`src/rtl/h80bus_arbiter.sv`:
```
// h80bus_arbiter: two-master round-robin arbiter and strobe sequencer for the h80 bus
module h80bus_arbiter #(
  parameter int BUS_ADDR_WIDTH = 16,
  parameter int BUS_CMD_WIDTH  = 3,
  parameter int BUS_DATA_WIDTH = 32,
  parameter int TIMEOUT_CYCLES = 255
) (
  input  logic                      clk,
  input  logic                      reset_n,
  input  logic [1:0]                m_req,
  input  logic [1:0]                m_io,
  input  logic [BUS_ADDR_WIDTH-1:0] m0_addr,
  input  logic [BUS_ADDR_WIDTH-1:0] m1_addr,
  input  logic [BUS_CMD_WIDTH-1:0]  m0_cmd,
  input  logic [BUS_CMD_WIDTH-1:0]  m1_cmd,
  input  logic [BUS_DATA_WIDTH-1:0] m0_wdata,
  input  logic [BUS_DATA_WIDTH-1:0] m1_wdata,
  output logic [1:0]                m_grant,
  output logic [1:0]                m_done,
  output logic [1:0]                m_err,
  output logic [BUS_DATA_WIDTH-1:0] m_rdata,
  output logic                      mreq_n,
  output logic                      iorq_n,
  output logic [BUS_ADDR_WIDTH-1:0] bus_addr,
  output logic [BUS_CMD_WIDTH-1:0]  bus_cmd,
  output logic [BUS_DATA_WIDTH-1:0] bus_wdata,
  input  logic [BUS_DATA_WIDTH-1:0] bus_rdata,
  input  logic                      bus_wait_n
);
  localparam int CW = $clog2(TIMEOUT_CYCLES + 1);
  typedef enum logic [1:0] {IDLE, ACCESS, RELEASE} state_t;
  state_t state, state_nx;
  logic last_grant, win, tmo;
  logic [CW-1:0] cnt;
  // on a tie the master that did not win last time takes the bus
  assign win = &m_req ? ~last_grant : m_req[1];
  assign tmo = cnt == CW'(TIMEOUT_CYCLES - 1);
  always_comb begin
    state_nx = IDLE;
    case (state)
      IDLE:    state_nx = |m_req ? ACCESS : IDLE;
      ACCESS:  state_nx = (bus_wait_n || tmo) ? RELEASE : ACCESS;
      default: state_nx = IDLE;
    endcase
  end
  always_ff @(posedge clk or negedge reset_n)
    if (!reset_n) state <= IDLE;
    else state <= state_nx;
  always_ff @(posedge clk or negedge reset_n) begin
    if (!reset_n) begin
      mreq_n     <= 1'b1;
      iorq_n     <= 1'b1;
      m_grant    <= '0;
      m_done     <= '0;
      m_err      <= '0;
      m_rdata    <= '0;
      bus_addr   <= '0;
      bus_cmd    <= '0;
      bus_wdata  <= '0;
      last_grant <= 1'b1;
      cnt        <= '0;
    end else begin
      m_done <= '0;
      m_err  <= '0;
      case (state)
        IDLE: if (|m_req) begin
          bus_addr   <= win ? m1_addr : m0_addr;
          bus_cmd    <= win ? m1_cmd : m0_cmd;
          bus_wdata  <= win ? m1_wdata : m0_wdata;
          m_grant    <= win ? 2'b10 : 2'b01;
          mreq_n     <= m_io[win];
          iorq_n     <= ~m_io[win];
          last_grant <= win;
          cnt        <= '0;
        end
        ACCESS: if (bus_wait_n) begin
          m_rdata <= bus_rdata;
          m_done  <= m_grant;
          mreq_n  <= 1'b1;
          iorq_n  <= 1'b1;
        end else if (tmo) begin
          m_err  <= m_grant;
          mreq_n <= 1'b1;
          iorq_n <= 1'b1;
        end else cnt <= cnt + CW'(1);
        default: m_grant <= '0;
      endcase
    end
  end
endmodule

```
`config.mk`:
```
export PLATFORM = sky130hd
export DESIGN_NAME = h80bus_arbiter
export DESIGN_NICKNAME = d
export VERILOG_FILES = /design/src/rtl/h80bus_arbiter.sv
export SDC_FILE = /design/constraint.sdc
export NUM_CORES = 1
export LEC_CHECK = 0
export ABC_CLOCK_PERIOD_IN_PS = 2090
export BUFFER_PORTS_ARGS = -buffer_cell sky130_fd_sc_hd__buf_2
export CAP_MARGIN = 0
export CORE_AREA = 2 2 83 124
export CTS_BUF_LIST = sky130_fd_sc_hd__clkbuf_8
export CTS_CLUSTER_SIZE = 16
export DETAILED_ROUTE_END_ITERATION = 10
export DIE_AREA = 0 0 85 126
export GPL_TIMING_DRIVEN = 0
export PLACE_DENSITY = 0.82
export SKIP_LAST_GASP = 1
export SYNTH_ARGS = -nofsm -noshare
export SYNTH_HDL_FRONTEND = slang
export SYNTH_SLANG_ARGS = --single-unit
```
`constraint.sdc`:
```
create_clock -name clk -period 2.09 [get_ports clk]
set_clock_uncertainty 0.2 [all_clocks]
set_input_delay 0 -clock clk [delete_from_list [all_inputs] [get_ports clk]]
set_output_delay 0 -clock clk [all_outputs]
set_load 0.02 [all_outputs]
```
Yosys cells after proc, flatten, opt, wreduce, memory -nomap -nowiden
Cells that the tools add are included.
{ "op_classes": {"n_addsub": 1, "magnitude_cmp": 1, "eq_ne": 6, "muxes": 27, "bitwise": 3, "reduce_logical": 10} }
{ "op_table": {"columns": ["cell", "count"], "rows": [
  ["2-to-1 mux 32 bit", 1],
  ["2-to-1 mux 8 bit", 3],
  ["2-to-1 mux 16 bit", 1],
  ["2-to-1 mux 2 bit", 8],
  ["case mux 8 bit (2 select lines)", 1],
  ["adder 8 x 1 -> 8 bit (second input constant)", 1],
  ["== test 8 bit (second input constant)", 1],
  ["2-to-1 mux 1 bit", 8],
  ["case mux 2 bit (2 select lines)", 2],
  ["AND reduction 2 bit", 4],
  ["!= test 2 bit (second input constant)", 3],
  ["case mux 1 bit (2 select lines)", 2],
  ["AND reduction 4 bit", 1],
  ["2-to-1 mux 3 bit", 1],
  ["!= test 3 bit (second input constant)", 1],
  ["inverter 1 bit", 3],
  ["AND reduction 3 bit", 1],
  ["== test 2 x 1 -> 1 bit (second input constant)", 1],
  ["logical NOT 2 bit", 1],
  ["< comparator 1 x 2 -> 1 bit (second input constant)", 1],
  ["nonzero test 2 bit", 1],
  ["OR reduction 2 bit", 1],
  ["logical OR 1 bit", 1]
]} }
{ "word_totals": {"reg_bits": 102, "input_bits": 141, "output_inout_bits": 91, "wordCells": 60} }

Logic depth before layout (Yosys ltp)
Gate-level depths: netlist of the first run.
{ "logic_depth": {"depth_word": 7, "ltp_mapped": 7, "ltp_nobuf": 6} }

Least setup slack after synthesis of the first run
OpenSTA, ideal clock, no wires.
{ "synth_timing": {"kind": "register to register", "from": "register state[1]", "to": "register m_rdata[0]", "setup_ns": 0.125, "arrival_time_ns": 1.340, "t_required_ns": 1.765, "slack_ns": 0.426, "path_stages_with_launch": 6, "path_buffers": 2, "period_less_slack_ns": 1.664, "path_cell_list": "dfrtp_1 buf_2 and2b_1 nand2_1 buf_4 mux2_2"} }
{ "synth_between": {"elab_chain_len": 2} }
{ "synth_rtl": {"columns": ["item", "line_no", "source"], "rows": [
  ["from (decl)", "32", "state_t state, state_nx;"],
  ["from (signal assigned)", "48", "else state <= state_nx;"],
  ["== test 2 x 1 -> 1 bit", "65", "case (state)"],
  ["AND reduction 2 bit (no source line)", null, null],
  ["to (signal assigned)", "77", "m_rdata <= bus_rdata;"],
  ["to (decl)", "21", "output logic [BUS_DATA_WIDTH-1:0] m_rdata,"]
]} }
Every way passes these cells.
A chain may end at the register's enable or synchronous reset.

Final worst setup path of the first run
{ "layout_timing": {"from": "register last_grant", "to": "register mreq_n"} }
{ "layout_between": {"elab_chain_len": 6} }
{ "layout_rtl": {"columns": ["item", "line_no", "source"], "rows": [
  ["from (decl)", "33", "logic last_grant, win, tmo;"],
  ["from (signal assigned)", "73", "last_grant <= win;"],
  ["inverter 1 bit", "36", "assign win = &m_req ? ~last_grant : m_req[1];"],
  ["2-to-1 mux 1 bit", "36", null],
  ["2-to-1 mux 1 bit (implied by the code) (2 in a row)", "71", "mreq_n <= m_io[win];"],
  ["2-to-1 mux 1 bit", "66", "IDLE: if (|m_req) begin"],
  ["case mux 1 bit (2 select lines)", "65", null],
  ["to (signal assigned)", "71", null],
  ["to (decl)", "22", "output logic mreq_n,"]
]} }
Every way passes these cells. The select of a mux whose other input is x is not followed.

==> results of run 1 <==
Yosys cell counts (2+ instances only):
| master | number |
|---|---|
| and2b_1 | 2 |
| o21ai_0 | 3 |
| mux2_2 | 32 |
| a21oi_1 | 3 |
| nand2_1 | 104 |
| nor2_1 | 8 |
| nand2b_1 | 4 |
| dfstp_2 | 3 |
| dfrtp_1 | 99 |
| and2_1 | 2 |
| a22o_1 | 2 |
| a2111oi_0 | 2 |
| nand3_1 | 8 |
| buf_6 | 5 |
| buf_2 | 13 |
| buf_4 | 4 |
| a21o_1 | 4 |
| a22oi_1 | 51 |
| o22a_1 | 2 |
| and3_1 | 7 |
| ha_1 | 2 |
| inv_1 | 5 |
state kept, by name, summed over array words and instances, names as in the netlist:
register    cells
bus_addr       16
bus_cmd         3
bus_wdata      32
cnt             8
iorq_n          1
last_grant      1
m_done          2
m_err           2
m_grant         2
m_rdata        32
mreq_n          1
state           2
cells by family after synthesis:
| logic type | share of synthesized area (%) |
|---|---|
| DFF | 59.2 |
| adders and majority gates | 0.579 |
| and+or+nand+nor | 14.4 |
| buffers and inverters | 4.03 |
| muxes | 8.35 |
| AOI/OAI and AO/OA | 13.5 |
final cells by class:
cell class | instances | area, um2
tap | 115 | 144
clock inverter | 6 | 46.3
antenna | 1 | 2.50
clock buffer | 10 | 138
timing repair buffer | 373 | 2600
sequential | 102 | 2560
inverter | 5 | 18.8
fill | 574 | 2370
buffer | 23 | 158
multi-input combinational | 253 | 1600
where the power goes:
group	internal (mW)	switching, mW	leakage [nW]	total (mW)
Combinational	1.91	2.85	2.40	4.76
Sequential	2.89	0.562	1.25	3.46
Clock	0.475	0.701	0.0947	1.18
Total	5.27	4.11	3.74	9.39
what timing repair did:
action                                 4_1_cts  5_1_grt
gates resized for setup                      0        3
hold buffers                               141        0
setup buffers                                0        0
endpoints found under the hold margin      173        0
setup endpoints to repair                    0       17
per-stage QoR:
step	hold WS, ns	instances
6_report	0.0314	888
5_1_grt	0.0880	888
4_1_cts	0.0473	887
3_5_place_dp	-0.0903	730
3_3_place_gp	-0.00985	729
2_1_floorplan	-0.496	383
path summary, 6_finish.rpt:
kind	startpoint	end	slack, ns	cells past startpoint
max in group asynchronous	reset_n	bus_addr[7]	0.98	3
min in group clk	m0_addr[11]	bus_addr[11]	0.16	4
setup / recovery	last_grant	mreq_n	0.04	5
setup reg to reg	last_grant	mreq_n	0.04	5
hold reg to reg	last_grant	last_grant	0.30	2
hold / removal	reset_n	bus_cmd[0]	0.03	2
critical path, delay by kind of cell (launching register included):
kind	cells	cell delay (ns)
AOI/OAI and AO/OA	4	0.64
DFF	1	0.58
buffers and inverters	1	0.57
metal layers:
| layer | routed length (um) | part of all wire, % | vias to the layer above | GRT usage (%) |
|---|---|---|---|---|
| met5 | 0 | 0 | - | 0 |
| li1 | - | - | 2108 | - |
| met1 | 5500 | 34 | 2288 | 30.9 |
| met3 | 1230 | 7.5 | 75 | 7.73 |
| met2 | 8740 | 54 | 286 | 53.9 |
| met4 | 812 | 5.0 | 0 | 18.1 |
layout by cell type (no fill, tap or decap), types with 2 or more instances in the layout:
master / Yosys / final
and2_1: 2 / 2
nand3_1: 8 / 8
dfstp_2: 3 / 3
o22a_1: 2 / 2
dlygate4sd3_1: 0 / 141
a22o_1: 2 / 2
a2111oi_0: 2 / 2
mux2_2: 32 / 32
nor2_1: 8 / 8
buf_6: 5 / 5
o21ai_2: 1 / 2
a22oi_1: 51 / 51
clkbuf_8: 0 / 10
inv_1: 5 / 6
a21oi_1: 3 / 3
nand2b_1: 4 / 3
buf_4: 4 / 5
o21ai_0: 3 / 3
dfrtp_1: 99 / 99
a21o_1: 4 / 4
ha_1: 2 / 2
buf_2: 13 / 242
inv_6: 0 / 2
clkinv_4: 0 / 2
nand2_1: 104 / 104
and3_1: 7 / 7
and2b_1: 2 / 2
==> results.json, run 1 <==
{
  "drt_first_iter_violations": 318,
  "finalSetupViolCount": 0,
  "dpl.hpwl_um": 8820,
  "min_period_ns": 2.05,
  "num_rows": 44,
  "synth_seq_cells": 102,
  "insertion_delay_ns": 0.37,
  "tns_ns": 0,
  "path_max_fanout": 4,
  "ioPinCount": 232,
  "layout-drive-gt1-share_pct": 40.3,
  "gp_routability_congestion": 0.861,
  "wl_per_cell_um": 18.3,
  "die-height_um": 126,
  "vias": 4757,
  "htreeDepth": 3,
  "grtUsageTotal_pct": 30.2,
  "hp-class": "input port to asynchronous set/reset pin",
  "cts_buffers": 9,
  "max_slew.worst_pin.slew_ns": 0.734,
  "power.leakage_nw": 3.74,
  "synth_cell_type_count": 40,
  "core_um2": 9630,
  "nNetsFinal": 910,
  "vias_per_cell": 5.36,
  "cp_slowest_cell": "dfstp_2",
  "rsz0062_at_grt": "true",
  "yosysTopAreaCellShare_pct": 57.4,
  "synthTopCellsByArea": "dfrtp_1 (57%), nand2_1 (9.0%), a22oi_1 (8.9%), mux2_2 (8.3%), dfstp_2 (1.8%)",
  "tritoncts": "built",
  "area_growth_syn_to_layout_pct": 68.1,
  "synth-edff-count": 0,
  "numClockSinks": 102,
  "post_dp_cell_area_um2": 5650,
  "synth_flop_cell": "dfrtp_1",
  "initial_core_util_pct": 44.8,
  "postSynthAreaPerCell_um2": 11.3,
  "async_flop_share_pct": 100,
  "post-route-util_pct": 75.4,
  "ir_drop_mv": 0.853,
  "period_share_pct": 98.2,
  "grt_max_degree": 56,
  "die-area_um2": 10700,
  "crit_required_ns": 2.20,
  "antenna_found_initial": 1,
  "ant_nets": 0,
  "startpoint_type": "flip-flop",
  "clock_path_buffers": 2,
  "pre_cts_slack_ns": 0.158,
  "drc": 0,
  "fp.dieW_um": 85,
  "finalHoldViolCount": 0,
  "slew_headroom_pct": 50.7,
  "setup_ws_ns": 0.0378,
  "total_power_mw": 9.39,
  "arrival_ns": 2.17,
  "io_buffers": 231,
  "final_cell_area_um2": 7260,
  "first_pass_iters": 5,
  "grt.overflow.total": 0,
  "max_freq_mhz": 487,
  "pwr_density_cell_nw_per_um2": 1290,
  "worstSetupPathType": "flip-flop to flip-flop",
  "syn_area_um2": 4320,
  "end_kind": "flip-flop",
  "wl_um": 16300,
  "crit_chain": "a21boi_2, a32o_1, dlygate4sd3_1, a21oi_1, o21a_1",
  "slew_viol_final": 0,
  "syn_inst": 383,
  "cpPeakStageDelay_ns": 0.58,
  "synth_nets": 526,
  "grt_pass1_wl_um": 25500,
  "drv_cap": 0,
  "cts_root_buf": "clkbuf_8",
  "outcome": "complete, no violations",
  "cts.reportedPaths.clkPinSlew_ns": 0.11,
  "ys_warn_count": 0,
  "yosys.area.top_type": "dfrtp_1",
  "ys_seq_area_share_pct": 59.2,
  "grt_pass1_vias": 5321
}
Note: power is estimated with default switching activity, not from simulation.
==> run 2, diff against run 1 <==
Settings changed: CORE_AREA 2 2 83 124 to 2 2 100 102, DIE_AREA 0 0 85 126 to 0 0 102 104, PLACE_DENSITY 0.82 to 0.83.
==> run 2 against run 1 <==
- routed wire length is 2.9% higher
- sequential power hardly changed
- register-to-register slack better by 0.03 ns
- clock power is 28% higher
- critical endpoint is now iorq_n
- power is 4.1% higher
- first-iteration DRC count is 7.5% higher
- final cell count is 2.4% higher
- sequential share of layout area is 0.53 points lower
- core utilization is 1.8 points higher
==> results.json, run 2 (synthesis gave the netlist of run 1 again) <==
{
  "outcome": "complete, no violations",
  "nNetsFinal": 912,
  "min_period_ns": 2.02,
  "cts_setup_buffers": 0,
  "pre_cts_slack_ns": 0.125,
  "end_kind": "flip-flop",
  "cts_root_buf": "clkbuf_8",
  "grt_max_degree": 76,
  "finalSetupViolCount": 0,
  "ioPinCount": 232,
  "drc": 0,
  "dpl.hpwl_um": 8970,
  "slew_viol_final": 0,
  "cpPeakStageDelay_ns": 0.58,
  "largestRegisters": "bus_wdata x32, m_rdata x32, bus_addr x16",
  "max_slew.worst_pin.slew_ns": 0.735,
  "arrival_ns": 2.12,
  "first_pass_iters": 5,
  "area_growth_syn_to_layout_pct": 70.7,
  "insertion_delay_ns": 0.37,
  "slew_headroom_pct": 50.6,
  "hp-class": "input port to flip-flop",
  "period_share_pct": 96.6,
  "drv_cap": 0,
  "mostFrequentLayoutCells": "buf_2 (243), dlygate4sd3_1 (142), nand2_1 (104)",
  "initial_core_util_pct": 45.2,
  "crit_required_ns": 2.19,
  "cp_slowest_cell": "dfstp_2",
  "vias_per_cell": 5.31,
  "grt.overflow.total": 0,
  "rsz0062_at_grt": "false",
  "ant_nets": 0,
  "htreeDepth": 3,
  "critical_path.top_delay_family": "flip-flops",
  "die-height_um": 104,
  "holdWs_ns": 0.159,
  "startpoint_type": "flip-flop",
  "wl_per_cell_um": 18.4,
  "drt_first_iter_violations": 342,
  "wl_um": 16800,
  "grtUsageTotal_pct": 31.1,
  "ir_drop_mv": 0.758,
  "die-area_um2": 10600,
  "seq_area_um2": 2560,
  "layout-drive-gt1-share_pct": 40.3,
  "finalHoldViolCount": 0,
  "core_um2": 9550,
  "gp_routability_congestion": 0.843,
  "tritoncts": "built",
  "clock_path_buffers": 2,
  "grt_pass1_vias": 5226,
  "worstSetupPathType": "flip-flop to flip-flop",
  "crit_buf_inv": 1,
  "grt_pass1_wl_um": 25700,
  "numClockSinks": 102,
  "cts_buffers": 9,
  "cts.reportedPaths.clkPinSlew_ns": 0.09,
  "total_power_mw": 9.77,
  "fp.dieW_um": 102,
  "power.leakage_nw": 3.77,
  "setup_ws_ns": 0.0719,
  "multi_input_area_um2": 1590,
  "post-route-util_pct": 77.2,
  "vias": 4827,
  "crit_chain": "nand2b_1, a32oi_1, o32a_1, dlygate4sd3_1, o22a_1",
  "antenna_found_initial": 2,
  "num_rows": 36,
  "final_common_cell": "buf_2",
  "pwr_density_cell_nw_per_um2": 1330,
  "path_max_fanout": 3,
  "io_buffers": 231,
  "max_freq_mhz": 496,
  "n_fill_cell": 553
}
-- run 2: final timing paths --
path                         startpoint            end  slack [ns]  cells past startpoint
max                          last_grant         iorq_n        0.07                      5
min                        m0_wdata[29]  bus_wdata[29]        0.16                      4
max reg2reg                  last_grant         iorq_n        0.07                      5
min reg2reg                  last_grant     last_grant        0.30                      2
max in group asynchronous       reset_n    bus_addr[8]        0.77                      4
min in group asynchronous       reset_n         mreq_n        0.54                      3
-- run 2: area by class of cell --
| type | instances | share of cell area, % |
|---|---|---|
| clock buffers | 10 | 1.87 |
| diodes | 2 | 0.0679 |
| multi-input cells | 253 | 21.6 |
| repair buffers | 375 | 35.6 |
| well taps | 133 | 2.26 |
| clock inverters | 6 | 1.49 |
| plain buffers | 23 | 2.10 |
| flip-flops and latches | 102 | 34.7 |
| inverters | 5 | 0.255 |
-- run 2: where the power goes --
part / switching (mW) / internal [mW] / leakage, nW / total, mW
combinational: 2.87 / 1.90 / 2.40 / 4.78
clock: 0.684 / 0.826 / 0.124 / 1.51
sequential: 0.589 / 2.89 / 1.25 / 3.48
-- run 2: stage by stage --
stage | instances | setup TNS (ns) | area [um2]
finish | 909 | 0 | 7370
global route | 909 | 0 | 7370
CTS | 907 | 0 | 7360
detailed placement | 748 | 0 | 5670
global placement | 747 | -16.22 | 5640
floorplan | 383 | 0 | 4320
-- run 2: worst reg2reg max path, stage by stage, from the launching register on --
cell and delay, ns:
dfstp_2 0.58, nand2b_1 0.13, a32oi_1 0.10, o32a_1 0.19, dlygate4sd3_1 0.57, o22a_1 0.19
-- run 2: what timing repair did --
action,CTS,global route
gates resized for setup,0,2
hold endpoints to repair,195,0
hold buffers,143,0
setup endpoints to repair,0,18
-- run 2: metal layers --
layer / track usage, % / wire [um]
met1: 36.7 / 6300
met2: 50.5 / 8110
met3: 7.12 / 1430
met4: 19.6 / 922
met5: 0 / 0
==> run 3, diff against run 2 <==
Settings changed: BUFFER_PORTS_ARGS -buffer_cell sky130_fd_sc_hd__buf_2 to unset, CORE_AREA 2 2 100 102 to 2 2 91 93, DIE_AREA 0 0 102 104 to 0 0 93 95, DONT_BUFFER_PORTS set to 1, PLACE_DENSITY 0.83 to 0.72.
==> run 3 against run 2 <==
- the run now fails in clock tree synthesis (4_1_cts)
- synthesized area did not move
- synthesized cell count did not move
==> results.json, run 3 <==
{
  "outcome": "aborted with a tool error",
  "failing_step": "clock tree synthesis (4_1_cts)",
  "error": "[ERROR RSZ-0060] Max buffer count reached.",
  "syn_area_um2": 4320,
  "yosys.area.top_type": "dfrtp_1",
  "postSynthAreaPerCell_um2": 11.3,
  "die-height_um": 95,
  "synth_flop_cell": "dfrtp_1",
  "clock_path_buffers": 2,
  "synth_nets": 526,
  "cts_root_buf": "clkbuf_8",
  "io_buffers": 0,
  "numClockSinks": 102,
  "synthTopCellsByCount": "nand2_1 (104), dfrtp_1 (99), a22oi_1 (51)",
  "num_rows": 33,
  "synthTopCellsByArea": "dfrtp_1 (57%), nand2_1 (9.0%), a22oi_1 (8.9%), mux2_2 (8.3%), dfstp_2 (1.8%)",
  "dpl.hpwl_um": 7730,
  "synth.most_common_cell": "nand2_1",
  "synth-edff-count": 0,
  "initial_core_util_pct": 54.5,
  "ioPinCount": 232,
  "syn_inst": 383,
  "fp.dieW_um": 93,
  "cts_hold_buf": 102,
  "synth_seq_cells": 102,
  "cts_buffers": 9,
  "ys_seq_area_share_pct": 59.2,
  "cts_resized": 0,
  "dp.cells": 488,
  "gp_routability_congestion": 0.759,
  "synth_cell_type_count": 40,
  "htreeDepth": 3,
  "async_flop_share_pct": 100,
  "cts_setup_buffers": 0,
  "ys_warn_count": 0,
  "yosysTopAreaCellShare_pct": 57.4
}
==> run 3: cell counts after synthesis <==
Identical to the previous run, type by type.
==> run 3: kinds of logic after synthesis <==
logic type | share of synthesized area (%)
simple gates | 14.4
flops | 59.2
compound gates | 13.5
mux | 8.35
buf+inv | 4.03
fa+ha+maj | 0.579
==> run 3: stage by stage <==
step	setup slack (ns)	cell area [um2]	hold WS, ns	util (%)
2_1_floorplan	0.426	4320	-0.496	-
3_5_place_dp	0.156	4450	-0.494	56.1
3_3_place_gp	0.210	4450	-0.494	56.1
==> run 4, diff against run 3 <==
Settings changed: CORE_AREA 2 2 91 93 to 2 2 107 109, CTS_BUF_LIST sky130_fd_sc_hd__clkbuf_8 to unset, CTS_CLUSTER_SIZE 16 to unset, DIE_AREA 0 0 93 95 to 0 0 109 111, PLACE_DENSITY 0.72 to unset, PLACE_DENSITY_LB_ADDON set to 0.15.
==> run 4 against run 3 <==
- the run again fails in clock tree synthesis (4_1_cts)
- synthesized cell count unchanged
- synthesized area unchanged
==> results.json, run 4 <==
{
  "outcome": "aborted with a tool error",
  "failing_step": "clock tree synthesis (4_1_cts)",
  "error": "[ERROR RSZ-0060] Max buffer count reached.",
  "cts_buffers": 9,
  "cts_root_buf": "clkbuf_16",
  "synthTopCellsByArea": "dfrtp_1 (57%), nand2_1 (9.0%), a22oi_1 (8.9%), mux2_2 (8.3%), dfstp_2 (1.8%)",
  "num_rows": 39,
  "synth_nets": 526,
  "async_flop_share_pct": 100,
  "synthTopCellsByCount": "nand2_1 (104), dfrtp_1 (99), a22oi_1 (51)",
  "htreeDepth": 3,
  "numClockSinks": 102,
  "initial_core_util_pct": 39.0,
  "syn_area_um2": 4320,
  "syn_inst": 383,
  "io_buffers": 0,
  "gp_routability_congestion": 0.804,
  "synthMuxAreaShare_pct": 8.35,
  "ioPinCount": 232,
  "clock_path_buffers": 2,
  "synth.most_common_cell": "nand2_1",
  "ys_warn_count": 0,
  "cts_resized": 0,
  "yosysTopAreaCellShare_pct": 57.4,
  "post_dp_cell_area_um2": 4500,
  "synth_flop_cell": "dfrtp_1",
  "ys_seq_area_share_pct": 59.2,
  "synth_adder_area_share_pct": 0.580,
  "postSynthAreaPerCell_um2": 11.3,
  "yosys.area.top_type": "dfrtp_1",
  "synth-xor-area-share_pct": 0,
  "cts_hold_buf": 109,
  "dp.cells": 526,
  "die-height_um": 111,
  "synth_cell_type_count": 40,
  "synthSimpleGateAreaFrac_pct": 14.4,
  "fp.dieW_um": 109,
  "cts_setup_buffers": 0,
  "synth_compound_area_share_pct": 13.5,
  "synth-edff-count": 0,
  "dpl.hpwl_um": 7680,
  "synth_seq_cells": 102,
  "synth_top_family_by_area": "simple AND/OR/NAND/NOR gates"
}
run 4: kinds of logic after synthesis:
| kind of cell | Yosys count |
|---|---|
| muxes | 32 |
| and+or+nand+nor | 142 |
| adders and majority gates | 2 |
| AOI/OAI and AO/OA | 77 |
| buffers and inverters | 28 |
| DFF | 102 |
run 4: stage by stage:
stage          setup slack (ns)  hold slack, ns
3_3_place_gp              0.184          -0.494
2_1_floorplan             0.426          -0.496
3_5_place_dp              0.123          -0.494
